`config.mk`:
```
export PLATFORM = sky130hd
export DESIGN_NAME = gshare_predictor_ctrl
export DESIGN_NICKNAME = d
export VERILOG_FILES = /design/src/rtl/gshare_predictor_ctrl.sv
export SDC_FILE = /design/constraint.sdc
export NUM_CORES = 1
export LEC_CHECK = 0
export ABC_CLOCK_PERIOD_IN_PS = 1500
export BUFFER_PORTS_ARGS = -buffer_cell sky130_fd_sc_hd__buf_2
export CORE_MARGIN = 2
export CORE_UTILIZATION = 31
export CTS_CLUSTER_SIZE = 25
export DETAILED_ROUTE_END_ITERATION = 12
export PLACE_DENSITY = 0.57
export SLEW_MARGIN = 0
export SYNTH_ARGS = -nofsm -noshare
export SYNTH_HDL_FRONTEND = slang
export SYNTH_SLANG_ARGS = --single-unit
```
`constraint.sdc`:
```
create_clock -name clk -period 1.5 [get_ports clk]
set_input_delay 0.15 -clock clk [delete_from_list [all_inputs] [get_ports clk]]
set_output_delay 0.15 -clock clk [all_outputs]
set_load 0.1 [all_outputs]
```
`src/rtl/gshare_predictor_ctrl.sv`:
```
// Gshare PHT controller: sweeps the external 2-bit counter file to weakly-not-taken,
// then serves one lookup and one update per cycle with same-cycle collision bypass and GHR recovery.
module gshare_predictor_ctrl #(
  parameter int unsigned DEPTH  = 256,
  parameter int unsigned IDX_W  = $clog2(DEPTH),
  parameter int unsigned PC_LSB = 2
) (
  input  logic             clk,
  input  logic             rst_n,
  input  logic             lookup_valid,
  input  logic [31:0]      lookup_pc,
  output logic             lookup_ready,
  output logic             pred_valid,
  output logic             pred_taken,
  output logic [1:0]       pred_ctr,
  output logic [IDX_W-1:0] pred_idx,
  output logic [IDX_W-1:0] pred_ghr,
  input  logic             upd_valid,
  input  logic [IDX_W-1:0] upd_idx,
  input  logic [1:0]       upd_ctr,
  input  logic             upd_taken,
  input  logic             upd_mispredict,
  input  logic [IDX_W-1:0] upd_ghr,
  output logic             upd_ready,
  output logic             rf_we,
  output logic [IDX_W-1:0] rf_wr_addr,
  output logic [1:0]       rf_data_in,
  output logic [IDX_W-1:0] rf_rd_addr,
  input  logic [1:0]       rf_data_out,
  output logic             init_done
);

  localparam int unsigned CTR_W = 2;
  localparam logic [CTR_W-1:0] CTR_WEAK_NT = 2'b01;

  typedef enum logic {ST_INIT, ST_RUN} state_t;

  state_t             state;
  logic [IDX_W-1:0]   init_cnt;
  logic [IDX_W-1:0]   ghr;
  logic               pred_shift;
  logic               byp_hit;
  logic [CTR_W-1:0]   byp_ctr;

  logic               lookup_fire;
  logic               upd_fire;
  logic               recover;
  logic [IDX_W-1:0]   lookup_idx;
  logic [CTR_W-1:0]   upd_ctr_nxt;
  logic               unused_bits;

  // Saturating 2-bit counter step.
  function automatic logic [CTR_W-1:0] sat(input logic [CTR_W-1:0] c, input logic t);
    if (t) return (c == 2'd3) ? c : c + 2'd1;
    else   return (c == 2'd0) ? c : c - 2'd1;
  endfunction

  assign lookup_fire = lookup_valid & lookup_ready;
  assign upd_fire    = upd_valid & upd_ready;
  assign recover     = upd_fire & upd_mispredict;
  assign lookup_idx  = lookup_pc[PC_LSB +: IDX_W] ^ ghr;
  assign upd_ctr_nxt = sat(upd_ctr, upd_taken);
  assign unused_bits = ^{lookup_pc, upd_ghr[IDX_W-1]};

  // Prediction takes the bypassed write data on a same-cycle collision, else the file output.
  always_comb begin
    pred_ctr = '0;
    if (pred_valid) pred_ctr = byp_hit ? byp_ctr : rf_data_out;
    pred_taken = pred_ctr[1];
  end

  // Register-file port drive; write port is owned by the sweep in INIT and by updates in RUN.
  always_comb begin
    rf_we      = 1'b0;
    rf_wr_addr = '0;
    rf_data_in = '0;
    rf_rd_addr = '0;
    if (state == ST_INIT) begin
      if (rst_n) begin
        rf_we      = 1'b1;
        rf_wr_addr = init_cnt;
        rf_data_in = CTR_WEAK_NT;
      end
    end else begin
      rf_rd_addr = lookup_idx;
      if (upd_fire) begin
        rf_we      = 1'b1;
        rf_wr_addr = upd_idx;
        rf_data_in = upd_ctr_nxt;
      end
    end
  end

  // Sequencer, lookup pipeline stage and global history.
  always_ff @(posedge clk or negedge rst_n) begin
    if (!rst_n) begin
      state        <= ST_INIT;
      init_cnt     <= '0;
      ghr          <= '0;
      lookup_ready <= 1'b0;
      upd_ready    <= 1'b0;
      init_done    <= 1'b0;
      pred_valid   <= 1'b0;
      pred_idx     <= '0;
      pred_ghr     <= '0;
      pred_shift   <= 1'b0;
      byp_hit      <= 1'b0;
      byp_ctr      <= '0;
    end else begin
      case (state)
        ST_INIT: begin
          init_cnt <= init_cnt + IDX_W'(1);
          if (init_cnt == IDX_W'(DEPTH - 1)) begin
            state        <= ST_RUN;
            lookup_ready <= 1'b1;
            upd_ready    <= 1'b1;
            init_done    <= 1'b1;
          end
        end
        default: begin
          state <= ST_RUN;
        end
      endcase

      pred_valid <= lookup_fire;
      pred_shift <= lookup_fire & ~recover;
      byp_hit    <= lookup_fire & upd_fire & (upd_idx == lookup_idx);
      byp_ctr    <= upd_ctr_nxt;
      if (lookup_fire) begin
        pred_idx <= lookup_idx;
        pred_ghr <= ghr;
      end

      // A lookup accepted alongside a recovery never shifts its prediction in.
      if (recover)
        ghr <= {upd_ghr[IDX_W-2:0], upd_taken};
      else if (pred_valid && pred_shift)
        ghr <= {ghr[IDX_W-2:0], pred_taken};
    end
  end

endmodule
```
[Yosys cells after proc, flatten, opt, wreduce, memory -nomap -nowiden]
Cells that the tools add are included.
Word-level totals
  word-level logic and storage cells: 48
  register bits after elaboration: 39
  input port bits: 58
Cells by class
  equality and inequality tests: 3
  reductions and logical operators: 4
  muxes and demuxes: 19
  bitwise gates (word level): 9
  $add $sub $neg: 3
Operators with widths (count)
  8-bit two-way mux: 6
  2-bit two-way mux: 7
  8-bit by 1-bit adder with 8-bit output, second input constant: 1
  8-bit == test: 1
  8-bit == test, second input constant: 1
  8-bit XOR: 1
  1-bit AND: 6
  1-bit two-way mux: 6
  2-bit by 1-bit adder with 2-bit output, second input constant: 1
  2-bit == test, second input constant: 1
  2-bit logical NOT: 1
  1-bit inverter: 2
  2-bit AND reduction: 1
  2-bit nonzero test: 1
  2-bit by 1-bit subtractor with 2-bit output, second input constant: 1
  1-bit logical AND: 1

[Logic depth before layout (Yosys ltp)]
  depth after elaboration: 5
  depth in mapped cells: 5
  depth with buffers taken out: 4

[Worst setup path after synthesis]
No wires, ideal clock.
  path kind: register -> output
  start: register pred_valid
  end: output pred_ctr[1]
  arrival time: 2.915 ns
  data required time: 1.350 ns
  path slack: -1.565 ns
  stages on the path, launching flop included: 3
  buffers on the path: 1
  cells stage by stage: dfrtp_1 > nor2b_1 > buf_4
Between the ends
  word-level cells in the longest chain between the ends: 1
Ends and longest elaborated chain
  start, declared: line 13  | output logic pred_valid,
  start signal, assigned: line 125  | pred_valid <= lookup_fire;
  2-bit two-way mux: line 68  | if (pred_valid) pred_ctr = byp_hit ? byp_ctr : rf_data_out;
  end, declared: line 15  | output logic [1:0] pred_ctr,
Every way passes these cells.

[Worst setup path in the final report]
  start: register state
  end: output rf_wr_addr[0]
Between the ends
  word-level cells in the longest chain between the ends: 1
Ends and longest elaborated chain
  start, declared: line 38  | state_t state;
  start signal, assigned: line 97  | state <= ST_INIT;
  start signal, assigned: line 114  | state <= ST_RUN;
  start signal, assigned: line 121  | state <= ST_RUN;
  8-bit two-way mux: line 78  | if (state == ST_INIT) begin
  end, declared: line 26  | output logic [IDX_W-1:0] rf_wr_addr,
Every way passes these cells.

==> reports/results.ini <==
[status]
status=finished, violations left
violations=setup timing

[timing]
setup_viol=10
skew_ns=0.00563
relSlewSlack_pct=66.8
rsz0062_at_grt=true
max_slew.worst_pin.slew_ns=0.502
period_share_pct=104
setup_slack_ns=-0.0531
max_freq_mhz=644
finalHoldViolCount=0
final_max_slew_viol_count=0
fin_crit_ns=1.55

[global_routing]
antenna_found_initial=0
grt_max_degree=40
grt_pass1_wl_um=8290
grt_overflow_total=0
grt_usage_pct=14.8
grt_pass1_vias=1603

[route]
dr_wl_met3_um=233
viasPerCell=4.73
wire_per_inst_um=15.7
drt_first_iter_violations=20
first_pass_iters=4
wl_um=5150
routed.top_layer=met4
num_vias=1547
post-route-drc-count=0
met2_length_um=2560
ant_nets=0
met1_length_um=2290

[pwr]
p_total_mw=2.00
p_per_area_nw_per_um2=630
ir_worst_vdd_uv=368
p_leak_nw=1.61

[layout]
final_layout_size_suffix_gt1_share_pct=61.6
finish.instance_area_um2=3180
fin_cells=327
fillerInstances=578
layout.nets=308
areaGrowthSynthToFinish_pct=53.5
multi_input_area_um2=1180
layout.area.seq_um2=995
diodes=0

[synth]
yosys.area.top_type=dfrtp_1
synth_nets=222
ys_seq_area_share_pct=47.2
synthTopCellsByCount=dfrtp_1, nand2_1, mux2_2
synth-seq-cells=39
async_reset_ff_share_pct=100
synthCells=163
syn_avg_cell_area_um2=12.7
synth_edf_count=0
synth_area_leaders=dfrtp_1, mux2_2, xnor3_1
yosys_warnings=0
synth_top_area_share_pct=47.2
ys.flop_type=dfrtp_1
syn-cell-area_um2=2070
synthDistinctLibCells=36
yosysMostFrequentCell=dfrtp_1

[worst_setup_path]
startpoint_type=flip-flop
cp_top_family=flip-flops
critical_path_arrival_ns=1.40
path_depth=4
worstPathCellList=nor2b_4, buf_6, a22o_2, buf_12
critPathSlowestCell=dfrtp_2
worst-path-buf-inv=2
slowest_delay_ns=0.46
cp_max_fo=5
required_ns=1.35
rr_worst_depth=3
end_kind=output pin
crit_type=flip-flop to output pin

[cts]
cts.sinks=39
cts_tree=built
numCtsBuffers=5
clkTransAtPathRegs_ns=0.07
clockBufferDepth=2
root_buffer=clkbuf_8
htreeDepth=2
clk_latency_ns=0.28

[floorplanning]
die_h_um=85.7
dieArea_um2=7340
num_rows=29
start_util_pct=32.4
io_pins=100
die_x_um=85.7
core-area_um2=6390

[job]
maxCapViolCount=0

[min_path]
min_path_type=primary input to flip-flop
hold_path_depth=3

[place]
dp.cells=312
dpl.hpwl_um=3760
placed_area_um2=2920
place.gp.congestion=0.783
io_buffers=74

## per-stage QoR
stage	TNS, ns	utilization [%]	hold WS [ns]	worst slack [ns]
3_5_place_dp	0	45.7	0.284	0.123
6_report	-0.349	49.7	0.0733	-0.0531
2_1_floorplan	-1.19	-	-0.146	-0.155
5_1_grt	-0.914	49.7	0.0807	-0.106
3_3_place_gp	0	45.7	0.290	0.127
4_1_cts	-0.370	48.6	0.0634	-0.0475
## registers in the layout (all words and copies together), names as in the netlist
name        cells
byp_ctr         2
byp_hit         1
ghr             8
init_cnt        8
init_done       1
pred_ghr        8
pred_idx        8
pred_shift      1
pred_valid      1
state           1
## layer usage
| layer | global-route usage, % | vias to the layer above |
|---|---|---|
| met5 | 0 | - |
| met4 | 4.47 | 0 |
| met3 | 3.46 | 6 |
| met2 | 24.6 | 40 |
| met1 | 19.3 | 761 |
| li1 | - | 740 |
## area by class of cell
type                    instances  area share, %
clock inverters                 1          0.158
multi-input cells             114           37.0
flip-flops and latches         39           31.3
clock buffers                   7           2.40
well taps                      77           3.03
inverters                       2          0.236
repair buffers                 87           25.8
## final timing paths
path,from,end,slack (ns)
setup reg to reg,init_done$_DFFE_PN0P_,pred_ghr[4]$_DFFE_PN0N_,0.11
setup / recovery,state$_DFF_PN0_,rf_wr_addr[0],-0.05
hold / removal,upd_ghr[4],ghr[5]$_DFFE_PN0P_,0.07
max in group asynchronous,rst_n,pred_valid$_DFF_PN0_,0.62
hold reg to reg,pred_idx[7]$_DFFE_PN0N_,pred_idx[7]$_DFFE_PN0N_,0.49
min in group asynchronous,rst_n,pred_idx[2]$_DFFE_PN0N_,0.50
## worst reg2reg max path: stages, from the launching register on
cell     delay (ns)
dfrtp_4        0.50
buf_4          0.16
nand2_4        0.23
mux2_2         0.39
## layout by cell type (no fill, tap or decap), drive strengths merged, types with 3 or more instances in the layout
| cell type | count |
|---|---|
| buf | 86 |
| nand2 | 12 |
| and2 | 9 |
| and3 | 3 |
| o21ai | 8 |
| xnor3 | 7 |
| mux2 | 16 |
| clkbuf | 7 |
| a22o | 8 |
| xnor2 | 7 |
| dfrtp | 39 |
| xor2 | 9 |
| nand3 | 4 |
| nor2b | 6 |
| mux2i | 9 |
## where the power goes
group	switching [mW]	leakage [nW]	internal (mW)	total [mW]
clock	0.350	0.0422	0.326	0.676
sequential	0.00194	0.478	1.05	1.06
combinational	0.146	1.09	0.123	0.268
## timing repair
item	4_1_cts	5_1_grt
cloned	2	0
pin swaps	2	7
hold buffers	1	0
endpoints found under the hold margin	39	0
gates resized for setup	21	16
endpoints found under the setup margin	15	21
buffers inserted	4	0
## logic make-up (layout without fill, tap and decap cells)
| family | after synthesis | after routing | synth area share [%] |
|---|---|---|---|
| adder cells (fa/ha/maj) | 3 | 3 | 1.57 |
| AND/OR/NAND/NOR | 41 | 42 | 11.9 |
| AO/OA/AOI/OAI | 21 | 21 | 7.08 |
| multiplexers | 25 | 25 | 14.2 |
| flip-flops | 39 | 39 | 47.2 |
| XOR/XNOR | 23 | 23 | 14.5 |
| buffers and inverters | 11 | 97 | 3.57 |
(Power assumes the default switching activity.)
